==> config.mk <==
export PLATFORM = sky130hd
export DESIGN_NAME = uart_rx_oversampled
export DESIGN_NICKNAME = d
export VERILOG_FILES = /design/src/rtl/uart_pkg.sv /design/src/rtl/uart_rx_oversampled_baud_tick.sv /design/src/rtl/uart_rx_oversampled.sv
export SDC_FILE = /design/constraint.sdc
export NUM_CORES = 1
export LEC_CHECK = 0
export ABC_CLOCK_PERIOD_IN_PS = 1850
export BUFFER_PORTS_ARGS = -buffer_cell sky130_fd_sc_hd__buf_2
export CORE_MARGIN = 4
export CORE_UTILIZATION = 25
export DETAILED_ROUTE_END_ITERATION = 10
export PLACE_DENSITY_LB_ADDON = 0.08
export SYNTH_ARGS = -nofsm -noshare
export SYNTH_HDL_FRONTEND = slang
export SYNTH_SLANG_ARGS = --single-unit
==> constraint.sdc <==
create_clock -name clock -period 1.85 [get_ports clock]
set_input_delay 0.2775 -clock clock [delete_from_list [all_inputs] [get_ports clock]]
set_output_delay 0.2775 -clock clock [all_outputs]
set_load 0.05 [all_outputs]
==> src/rtl/uart_pkg.sv <==
// Shared UART definitions: FSM state encoding, frame width and the baud divisor
// helper used by both the receiver and the transmitter.
package uart_pkg;

  typedef enum logic [1:0] {
    IDLE  = 2'd0,
    START = 2'd1,
    DATA  = 2'd2,
    STOP  = 2'd3
  } uart_state_e;

  localparam int DATA_BITS = 8;

  // Clocks per tick, truncated; 100 MHz / (115200 * 16) = 54.
  function automatic int baud_divisor(input int clock_hz, input int baud, input int oversample);
    return clock_hz / (baud * oversample);
  endfunction

endpackage

==> src/rtl/uart_rx_oversampled_baud_tick.sv <==
// Free-running tick enable at BAUD*OVERSAMPLE; clear restarts the phase so the
// first tick lands a full divisor period later.
module baud_tick_generator
  import uart_pkg::*;
#(
  parameter int CLOCK_HZ   = 100_000_000,
  parameter int BAUD       = 115_200,
  parameter int OVERSAMPLE = 16
) (
  input  logic clock,
  input  logic reset,
  input  logic clear,
  output logic tick
);

  localparam int DIVISOR = baud_divisor(CLOCK_HZ, BAUD, OVERSAMPLE);
  localparam int CNT_W   = (DIVISOR > 1) ? $clog2(DIVISOR) : 1;

  logic [CNT_W-1:0] count_reg;

  assign tick = (count_reg == CNT_W'(DIVISOR - 1));

  always_ff @(posedge clock) begin
    if (reset || clear || tick) begin
      count_reg <= '0;
    end else begin
      count_reg <= count_reg + 1'b1;
    end
  end

endmodule

==> src/rtl/uart_rx_oversampled.sv <==
// 8N1 UART receiver: oversampled start-edge alignment, 3-sample majority vote
// per bit, valid/ready output with framing-error and overrun pulses.
module uart_rx_oversampled
  import uart_pkg::*;
#(
  parameter int CLOCK_HZ   = 100_000_000,
  parameter int BAUD       = 115_200,
  parameter int OVERSAMPLE = 16
) (
  input  logic       clock,
  input  logic       reset,
  input  logic       serial_connection,
  output logic [7:0] data,
  output logic       valid,
  input  logic       ready,
  output logic       framing_error,
  output logic       overrun,
  output logic       busy
);

  localparam int SC_W = $clog2(OVERSAMPLE);
  localparam logic [SC_W-1:0] VOTE_LO  = SC_W'(OVERSAMPLE / 2 - 1);
  localparam logic [SC_W-1:0] VOTE_MID = SC_W'(OVERSAMPLE / 2);
  localparam logic [SC_W-1:0] VOTE_HI  = SC_W'(OVERSAMPLE / 2 + 1);
  localparam logic [SC_W-1:0] BIT_END  = SC_W'(OVERSAMPLE - 1);

  logic                 sync1_reg, sync2_reg, prev_reg;
  logic [1:0]           flush_reg;
  uart_state_e          state_reg;
  logic [SC_W-1:0]      sample_cnt_reg;
  logic [2:0]           bit_idx_reg;
  logic [DATA_BITS-1:0] shift_reg;
  logic                 s0_reg, s1_reg;
  logic                 tick, start_edge, vote;

  assign start_edge = (state_reg == IDLE) && prev_reg && !sync2_reg;
  assign vote       = (s0_reg & s1_reg) | (s0_reg & sync2_reg) | (s1_reg & sync2_reg);
  assign busy       = (state_reg != IDLE);

  baud_tick_generator #(
    .CLOCK_HZ  (CLOCK_HZ),
    .BAUD      (BAUD),
    .OVERSAMPLE(OVERSAMPLE)
  ) u_tick (
    .clock(clock),
    .reset(reset),
    .clear(start_edge),
    .tick (tick)
  );

  // prev_reg ignores the synchronizer's reset contents, so only a genuinely
  // observed high level can arm start detection.
  always_ff @(posedge clock) begin
    if (reset) begin
      sync1_reg <= 1'b1;
      sync2_reg <= 1'b1;
      prev_reg  <= 1'b0;
      flush_reg <= 2'b00;
    end else begin
      sync1_reg <= serial_connection;
      sync2_reg <= sync1_reg;
      flush_reg <= {flush_reg[0], 1'b1};
      prev_reg  <= flush_reg[1] ? sync2_reg : 1'b0;
    end
  end

  always_ff @(posedge clock) begin
    if (reset) begin
      state_reg      <= IDLE;
      sample_cnt_reg <= '0;
      bit_idx_reg    <= '0;
      shift_reg      <= '0;
      s0_reg         <= 1'b0;
      s1_reg         <= 1'b0;
      data           <= '0;
      valid          <= 1'b0;
      framing_error  <= 1'b0;
      overrun        <= 1'b0;
    end else begin
      framing_error <= 1'b0;
      overrun       <= 1'b0;
      if (valid && ready) valid <= 1'b0;

      if (state_reg == IDLE) begin
        if (start_edge) begin
          state_reg      <= START;
          sample_cnt_reg <= '0;
          bit_idx_reg    <= '0;
        end
      end else if (tick) begin
        sample_cnt_reg <= (sample_cnt_reg == BIT_END) ? '0 : sample_cnt_reg + 1'b1;
        if (sample_cnt_reg == VOTE_LO)  s0_reg <= sync2_reg;
        if (sample_cnt_reg == VOTE_MID) s1_reg <= sync2_reg;

        case (state_reg)
          START: begin
            if (sample_cnt_reg == VOTE_HI && vote) state_reg <= IDLE;
            else if (sample_cnt_reg == BIT_END)    state_reg <= DATA;
          end
          DATA: begin
            if (sample_cnt_reg == VOTE_HI) shift_reg <= {vote, shift_reg[DATA_BITS-1:1]};
            if (sample_cnt_reg == BIT_END) begin
              if (bit_idx_reg == 3'(DATA_BITS - 1)) state_reg <= STOP;
              else bit_idx_reg <= bit_idx_reg + 1'b1;
            end
          end
          STOP: begin
            // Return to IDLE at the stop centre so a back-to-back start edge is caught.
            if (sample_cnt_reg == VOTE_HI) begin
              state_reg <= IDLE;
              if (!vote) begin
                framing_error <= 1'b1;
              end else if (!valid || ready) begin
                data  <= shift_reg;
                valid <= 1'b1;
              end else begin
                overrun <= 1'b1;
              end
            end
          end
          default: state_reg <= IDLE;
        endcase
      end
    end
  end

endmodule

==> summary.md <==
| Metric | Value |
|---|---|
| Achievable Freq | `0.5609 GHz` |
| Cells after Synth | `182` |
| Maxcap violations | `0` |
| CP required | `2.06 ns` |
| TritonCTS clock tree | `done` |
| Sequential area share after synthesis | `0.4604` |
| Yosys reg bits | `41` |
| Hold WC Path Type | `primary input to flop` |
| Finished Layout Cells | `314` |
| Worst ir drop on vdd | `0.3071 mV` |
| Yosys cell types | `38` |
| Vias | `1370` |
| Antenna violations before repair | `0` |
| 1st-pass router iterations | `4` |
| Die Width | `92.45 um` |
| DRC | `0` |
| N_diodes | `0` |
| Number of instances in the placed design | `303` |
| Syn_area_per_cell | `9.796 um^2` |
| Slew @ Worst Pin | `0.5072 ns` |
| Final Setup Violations | `0` |
| H-tree depth | `2` |
| RSZ-0062 raised after global routing | `true` |
| FILL cells | `715` |
| Maximum buffer depth of the clock tree | `2` |
| Largest net degree at the start of global routing | `20` |
| Post-detailed-route count of antenna-violating nets | `0` |
| WP data arrival | `1.99 ns` |
| Ratio of cells with drive above 1 in the final layout | `0.2936` |
| Seq. cell area | `824.5 um^2` |
| Via density | `4.363` |
| Final period util | `0.9638` |
| Most common cell after layout, fill and taps aside | `dfxtp_1` |
| CTS sink cnt | `41` |
| DR iter-0 viols | `34` |
| Synth-to-Final Area Change | `28.14%` |
| CTS Buf Count | `5` |
| DP Worst Slack | `-0.1114 ns` |
| Number of global-route vias before repair | `1340` |
| Final hold vios | `0` |
| Post-synthesis cell area | `0.001783 mm^2` |
| Worst r2r src | `u_tick.count_reg[1]$_SDFF_PP0_` |
| Die area | `0.008547 mm^2` |
| DR WL/cell | `12.05 um` |
| Port Buffers | `15` |
| Leak | `1.002 nW` |
| Outcome | `finished, final reports clean` |
| Nets@finish | `232` |
| Core Footprint | `0.006869 mm^2` |
| Std cell rows | `30` |
| Main synth FF type | `dfxtp_1` |
| First-pass GRT wire length | `6292 um` |
| Multi-input logic area | `955.9 um^2` |
| Clk Latency, worst-skew pair | `0.29 ns` |
| Root Buffer | `clkbuf_8` |
| Yosys warnings | `0` |
| Post-DP HPWL | `2856 um` |
| Element type at the critical path end | `flop` |
| Fin worst setup slack | `0.06700 ns` |
| Setup_tns | `0 ns` |
| Crit path time final | `1.783 ns` |
| Detailed Route WL | `3785 um` |
| Clock-pin slew on the worst setup and hold paths | `0.09 ns` |
| Syn_nets | `197` |
| IO Count | `16` |
| Starting density of the core | `0.2596` |
| Max-slew violations | `0` |
| Critical path startpoint category | `flop` |
| Crit Path Class | `flop to flop` |
| Hold Path Origin | `serial_connection` |
| Slew headroom | `0.6604` |
| Worst setup startpoint | `u_tick.count_reg[1]$_SDFF_PP0_` |
| Worst clock skew | `0.006767 ns` |
| Total track usage | `0.09202` |
| Ys async rst share | `0` |
| Crit Path Max Fanout | `4` |
| Pwr Total | `1.831 mW` |
| Die Span Y | `92.45 um` |
| GP Congestion | `0.7258` |
| Power Density | `801.5 mW/mm^2` |
| Commonest non-fill, non-tap cells in the layout | `38 x dfxtp_1, 30 x nor2_1, 20 x buf_4, 18 x mux2i_1, 14 x buf_2` |
| Post-synth EDFFs | `0` |
| Total gr overflow | `0` |
| Final Core Density | `0.3326` |
worst paths after layout:
kind	slack, ns	to	cells past startpoint
max reg2reg	0.07	state_reg[0]$_SDFFE_PP0P_	7
min reg2reg	0.42	sync2_reg$_SDFF_PP1_	1
max	0.07	state_reg[0]$_SDFFE_PP0P_	7
min	0.17	sync1_reg$_SDFF_PP1_	2
through the flow:
step	instance area, um^2	hold WS [ns]
6_report	2285	0.1715
4_1_cts	2230	0.1586
3_5_place_dp	2074	0.3997
5_1_grt	2285	0.1625
2_1_floorplan	1783	0.3813
3_3_place_gp	2074	0.3971
report_power, final:
group / total, mW / internal, mW / switching (mW)
clock: 0.875 / 0.543 / 0.331
combinational: 0.0544 / 0.0224 / 0.0319
sequential: 0.902 / 0.894 / 0.00841
cell type report:
cell class | instances | area share
Clock buffer | 5 | 0.03012
Clock inverter | 3 | 0.03012
Inverter | 7 | 0.01150
Multi-Input combinational cell | 128 | 0.4184
Sequential cell | 41 | 0.3609
Tap cell | 96 | 0.05257
Timing Repair Buffer | 34 | 0.09639
synthesized netlist by cell type (2+ instances only):
cell type  count  share of area
dfxtp_1       41           0.46
nor2_1        30          0.063
mux2i_1       18           0.10
ha_1          11          0.077
nand2_1       10          0.021
a21oi_1        8          0.022
inv_1          6          0.013
clkbuf_1       5          0.011
nand3_1        5          0.014
nand2b_1       4          0.014
nand4_1        4          0.014
nor3_1         4          0.011
and3_1         3          0.011
o21ai_0        3         0.0084
or2_2          3          0.011
nand3b_1       2         0.0084
nor2b_1        2         0.0070
xnor2_1        2         0.0098
xor2_1         2         0.0098
worst max-delay path, stage by stage (launching register included):
cell      delay [ns]
dfxtp_2         0.34
inv_2           0.06
ha_4            0.13
nand4_4         0.13
or3_4           0.45
a211oi_4        0.21
o22ai_2         0.12
a221oi_2        0.28
repair_timing:
item | in CTS | in global routing
pin swaps | 0 | 4
hold buffers | 0 | 0
setup buffers | 1 | 2
resized for setup | 4 | 12
endpoints found under the setup margin | 4 | 9
layer usage:
| layer | up-vias | global-route usage | wire length (um) |
|---|---|---|---|
| li1 | 693 | - | - |
| met1 | 659 | 0.1145 | 1834 |
| met2 | 14 | 0.1486 | 1790 |
| met3 | 4 | 0.02762 | 117 |
| met4 | 0 | 0.03589 | 43 |
| met5 | - | 0 | 0 |
logic make-up after synthesis:
logic type                 share of synthesized area
buffers and inverters                        0.02807
and+or+nand+nor                               0.2323
xor gates and xnor gates                     0.01965
adders and majority gates                    0.08281
DFF                                           0.4604
AOI/OAI and AO/OA                            0.07579
muxes                                         0.1011
Note: power is estimated with default switching activity, not from simulation.
